===== config.mk =====
export PLATFORM = sky130hd
export DESIGN_NAME = led_pattern_engine
export DESIGN_NICKNAME = d
export VERILOG_FILES = /design/src/rtl/led_pattern_engine.sv
export SDC_FILE = /design/constraint.sdc
export NUM_CORES = 1
export LEC_CHECK = 0
export BUFFER_PORTS_ARGS = -buffer_cell sky130_fd_sc_hd__buf_4
export CAP_MARGIN = 25
export CORE_MARGIN = 5
export CORE_UTILIZATION = 32
export DETAILED_ROUTE_END_ITERATION = 10
export GPL_ROUTABILITY_DRIVEN = 0
export PLACE_DENSITY = 0.56
export SKIP_LAST_GASP = 1
export SYNTH_ARGS = -nofsm -noshare
export SYNTH_HDL_FRONTEND = slang
export SYNTH_SLANG_ARGS = --single-unit

===== constraint.sdc =====
create_clock -name clk -period 2.8 [get_ports clk]
set_clock_uncertainty 0.2 [all_clocks]
set_input_delay 0.14 -clock clk [delete_from_list [all_inputs] [get_ports clk]]
set_output_delay 0.14 -clock clk [all_outputs]
set_load 0.01 [all_outputs]

===== src/rtl/led_pattern_engine.sv =====
// led_pattern_engine: prescaled step tick driving COUNT / CHASE / BREATHE / OFF patterns
// onto six active-low LEDs. BREATHE is compiled in only when LED_BREATHE_EN is defined.
module led_pattern_engine #(
    parameter int STEP_DIV = 2700000,
    parameter int PWM_BITS = 8
) (
    input  logic       clk,
    input  logic       rst_n,
    input  logic [1:0] mode,
    output logic [5:0] led,
    output logic       step_tick
);

    localparam int               DIV_W    = $clog2(STEP_DIV);
    localparam logic [DIV_W-1:0] DIV_LAST = DIV_W'(STEP_DIV - 1);

    localparam logic [1:0] MODE_COUNT   = 2'd0;
    localparam logic [1:0] MODE_CHASE   = 2'd1;
    localparam logic [1:0] MODE_BREATHE = 2'd2;
    localparam logic [1:0] MODE_OFF     = 2'd3;

    localparam logic DIR_UP   = 1'b0;
    localparam logic DIR_DOWN = 1'b1;

    logic [DIV_W-1:0] div_cnt_q, div_cnt_d;
    logic [1:0]       mode_q, mode_d;
    logic [5:0]       pat_q, pat_d;
    logic [2:0]       pos_q, pos_d;
    logic             dir_q, dir_d;
    logic [5:0]       led_q, led_d;
    logic             step_tick_q, step_tick_d;

    logic             tick;
    logic             mode_chg;
    logic [2:0]       pos_step;
    logic [5:0]       lit;

`ifdef LED_BREATHE_EN
    localparam logic [PWM_BITS-1:0] DUTY_MAX = '1;

    logic [PWM_BITS-1:0] pwm_cnt_q, pwm_cnt_d;
    logic [PWM_BITS-1:0] duty_q, duty_d;
    logic [PWM_BITS-1:0] duty_step;
    logic                ramp_q, ramp_d;
`endif

    always_comb begin
        tick        = (div_cnt_q == DIV_LAST);
        div_cnt_d   = tick ? '0 : div_cnt_q + DIV_W'(1);
        step_tick_d = tick;

        // A mode change reloads the pattern; a tick landing on the same edge is dropped.
        mode_chg = (mode != mode_q);
        mode_d   = mode;

        pat_d    = pat_q;
        pos_d    = pos_q;
        dir_d    = dir_q;
        pos_step = (dir_q == DIR_UP) ? pos_q + 3'd1 : pos_q - 3'd1;

        if (mode_chg) begin
            pat_d = '0;
            pos_d = '0;
            dir_d = DIR_UP;
        end else if (tick) begin
            if (mode_q == MODE_COUNT) begin
                pat_d = pat_q + 6'd1;
            end
            if (mode_q == MODE_CHASE) begin
                pos_d = pos_step;
                if (pos_step == 3'd5) begin
                    dir_d = DIR_DOWN;
                end else if (pos_step == 3'd0) begin
                    dir_d = DIR_UP;
                end
            end
        end

`ifdef LED_BREATHE_EN
        pwm_cnt_d = (mode_chg || (mode_q != MODE_BREATHE)) ? '0 : pwm_cnt_q + PWM_BITS'(1);
        duty_d    = duty_q;
        ramp_d    = ramp_q;
        duty_step = (ramp_q == DIR_UP) ? duty_q + PWM_BITS'(1) : duty_q - PWM_BITS'(1);
        if (mode_chg) begin
            duty_d = '0;
            ramp_d = DIR_UP;
        end else if (tick && (mode_q == MODE_BREATHE)) begin
            duty_d = duty_step;
            if (duty_step == DUTY_MAX) begin
                ramp_d = DIR_DOWN;
            end else if (duty_step == '0) begin
                ramp_d = DIR_UP;
            end
        end
`endif

        // Built from next-state values so led shows a new step alongside its step_tick.
        lit = '0;
        case (mode_q)
            MODE_COUNT:   lit = pat_d;
            MODE_CHASE:   lit = 6'b000001 << pos_d;
`ifdef LED_BREATHE_EN
            MODE_BREATHE: lit = (pwm_cnt_d < duty_d) ? 6'h3f : 6'h00;
`else
            MODE_BREATHE: lit = '0;
`endif
            MODE_OFF:     lit = '0;
        endcase
        led_d = ~lit;
    end

    always_ff @(posedge clk or negedge rst_n) begin
        if (!rst_n) begin
            div_cnt_q   <= '0;
            mode_q      <= MODE_COUNT;
            pat_q       <= '0;
            pos_q       <= '0;
            dir_q       <= DIR_UP;
            led_q       <= 6'h3f;
            step_tick_q <= 1'b0;
        end else begin
            div_cnt_q   <= div_cnt_d;
            mode_q      <= mode_d;
            pat_q       <= pat_d;
            pos_q       <= pos_d;
            dir_q       <= dir_d;
            led_q       <= led_d;
            step_tick_q <= step_tick_d;
        end
    end

`ifdef LED_BREATHE_EN
    always_ff @(posedge clk or negedge rst_n) begin
        if (!rst_n) begin
            pwm_cnt_q <= '0;
            duty_q    <= '0;
            ramp_q    <= DIR_UP;
        end else begin
            pwm_cnt_q <= pwm_cnt_d;
            duty_q    <= duty_d;
            ramp_q    <= ramp_d;
        end
    end
`endif

    assign led       = led_q;
    assign step_tick = step_tick_q;

endmodule


==> flow_summary_export.csv <==
group,metric,value,unit
die,coreArea,0.006422,mm^2
global_routing,antenna_found_initial,0,
route,drt-total-wl,4058,um
logic_synthesis,synth.avg_cell_area,10.69,um^2
logic_synthesis,synth_area_leaders,"dfrtp_1 (41%), dfstp_2 (7.4%), xnor2_1 (6.6%)",
status,status,"complete, no violations",
logic_synthesis,synthXorXnorAreaFrac,11.94,%
cts,clock_sinks,41,
route,routed_via_density,4.969,
power_and_ir_drop,p_leak,0.001011,uW
power_and_ir_drop,ir_drop,194.1,uV
cts,ctsLongestPathBuffers,2,
timing,hold_violations,0,
timing,post-route-min-period,2.290,ns
placed_design,dp_cells,281,
cells_and_area,finalNetCount,224,
cells_and_area,nFillCells,647,
logic_synthesis,ys_seq_elements,41,
die,boundaryPins,11,
placed_design,io_buffers,10,
timing,setup_violations,0,
die,die_y,91.53,um
critical_path,worstPathMaxFanout,6,
global_routing,grt_usage,10.45,%
die,dieArea,0.008378,mm^2
critical_path,rrSetupSlack,0.51,ns
hold_path,worst_hold_path_type,"in2async",
job,drv_cap,0,
logic_synthesis,async_reset_ff_share,100.0,%
power_and_ir_drop,p_per_area,427.0,mW/mm^2
cts,clock_latency,0.29,ns
route,drtAntennaViolNets,0,
cts,cts_resized,0,
global_routing,grt_pass1_vias,1454,
timing,fmax,436.7,MHz
cells_and_area,layout-drive-gt1-share,16.74,%
cells_and_area,seq_area,0.001033,mm^2
timing,rsz0062_at_grt,"false",
cells_and_area,multi_input_area,0.001020,mm^2
critical_path,crit_path_start_kind,"flop",
route,dr.pass1.iters,4,
logic_synthesis,ys_types,45,
route,drt-initial-drc-count,114,
cts,cts.htree.levels,2,
timing,min_period_over_period,81.78,%
timing,slew_violations,0,
critical_path,path_class,"reg2reg",
die,initial_core_util,33.12,%
route,wire_per_inst,13.90,um
logic_synthesis,synthSimpleGateAreaFrac,23.59,%
cts,clk_pin_slew_worst_paths,0.08,ns
die,rows,29,
timing,relSlewSlack,64.31,%
cells_and_area,fin_cells,292,
logic_synthesis,synth-seq-area-share,48.59,%
cts,hold_buffers,3,
logic_synthesis,synth_top_family_by_area,"simple AND/OR/NAND/NOR gates",
cts,cts-root-buf,"clkbuf_8",
cts,post_cts_buffers,0,
logic_synthesis,yosys_warnings,0,
timing,worst_slew_pin_slew,0.5312,ns
logic_synthesis,synth_area,0.002127,mm^2
critical_path,worstPathRequired,2.80,ns
die,fp.dieW,91.53,um
logic_synthesis,muxShareOfSynthArea,0.4706,%
logic_synthesis,synth_edf_count,0,
route,num_vias,1451,
critical_path,crit_path_end_kind,"flop",
logic_synthesis,synth_cells,199,
cells_and_area,syn_to_final_growth,11.65,%
global_routing,grt_pass1_wl,7113,um
cts,cts_tree,"built",
logic_synthesis,synth_fp_nets,209,
critical_path,worst_ep_arrival_time,2.29,ns
cells_and_area,n_antenna_cell,0,
global_routing,grt_start_max_net_pins,42,
critical_path,r2r_start,"pos_q[0]",
logic_synthesis,synthAdderAreaFrac,3.882,%
logic_synthesis,synth-main-ff-cell,"dfrtp_1",
placed_design,dp_hpwl,2887,um
route,drc,0,
logic_synthesis,netlist.top_cell.by_area,"dfrtp_1",
logic_synthesis,synth_top_area_share,41.18,%
global_routing,grt_overflow,0,
timing,setup_tns,0,ns
critical_path,r2r_end,"led[4]",
critical_path,r2r_cells,6,
cts,cts_made_buffers,5,
logic_synthesis,synth_compound_area_share,8.059,%
sequential cells by signal, indices dropped and copies added (netlist names):
| name | count |
|---|---|
| pat_q | 6 |
| led | 6 |
| step_tick | 1 |
| div_cnt_q | 22 |
| dir_q | 1 |
| mode_q | 2 |
| pos_q | 3 |
metal layers:
layer  vias up  track usage [%]  routed length, um
li1        722                -                  -
met1       706            14.68               2134
met2        17            15.34               1728
met3         6            2.645                139
met4         0            4.146                 57
met5         -                0                  0
kinds of logic (layout without fill, tap and decap cells):
group,Yosys count,after routing
AND/OR/NAND/NOR,87,87
multiplexers,1,1
flip-flops,41,41
buffers and inverters,13,29
XOR/XNOR,29,29
adder cells (fa/ha/maj),6,6
AO/OA/AOI/OAI,22,22
final cells by class:
cell class | count | area share, %
clock inverter | 3 | 0.7376
clock buffer | 5 | 2.898
timing repair buffer | 14 | 4.742
inverter | 7 | 1.106
sequential | 41 | 43.52
tap | 77 | 4.057
multi-input combinational | 145 | 42.94
power breakdown:
group | switching (uW) | internal [uW]
Combinational | 26.6 | 11.9
Sequential | 2.01 | 595
Clock | 207 | 172
Total | 236 | 779
stage by stage:
step	util (%)	cell area [um^2]	setup slack (ns)	hold slack, ns	power (uW)
CTS	36.98	2375	0.5027	0.1824	1032
global route	36.98	2375	0.3532	0.2240	1056
detailed placement	35.16	2258	0.5224	-0.04566	644.4
finish	36.98	2375	0.5101	0.1505	1014
global placement	35.16	2258	0.5204	-0.04862	644.3
floorplan	-	2127	0.7428	-0.3556	625.0
Yosys cell counts, types with 2 or more instances:
cell type and number:
o21ai_0 3, and3_1 3, o21a_1 2, nand4_2 2, a211oi_1 3, dfrtp_1 35, ha_1 5, clkbuf_1 2
a2bb2oi_1 3, xnor2_1 16, nand4_1 6, and4_1 2, xor2_1 13, nand3_1 9, nand2b_1 2, nand2_1 12
nor4_1 6, buf_6 2, nor3_1 6, dfstp_2 6, a21oi_1 3, inv_1 7, nor2_1 29
critical path, stage by stage, from the launching register on:
cell and delay, ns:
dfrtp_1 0.47, fa_1 0.46, xnor2_1 0.22, xnor2_1 0.16, nor4b_1 0.18, o21a_1 0.22, a211oi_1 0.28
worst max-delay path by stage:
| stage | start | endpoint | slack, ns | cells after the start |
|---|---|---|---|---|
| detailed placement | pos_q[0] | led[4] | 0.52 | 6 |
| finish | pos_q[0] | led[4] | 0.51 | 6 |
| CTS | pos_q[0] | led[4] | 0.50 | 6 |
| floorplan | pos_q[0] | led[0] | 0.74 | 6 |
| global placement | pos_q[0] | led[4] | 0.52 | 6 |
| global route | pos_q[0] | led[2] | 0.35 | 6 |
cells in the final DEF (no fill, tap or decap), types with 2 or more instances in the layout:
cell            n
ha_1            5
a2bb2oi_1       3
o21a_1          2
dfrtp_1        35
inv_1           7
dlygate4sd3_1   3
nand2b_1        2
nor2_1         29
nor4_1          6
clkbuf_8        5
nand4_1         6
a21oi_1         3
nand4_2         2
dfstp_2         6
a211oi_1        3
and4_1          2
xnor2_1        16
nand2_1        12
buf_4          11
o21ai_0         3
nand3_1         9
xor2_1         13
clkinv_2        2
nor3_1          6
and3_1          3
No activity file was read; power rests on OpenSTA's default activity.
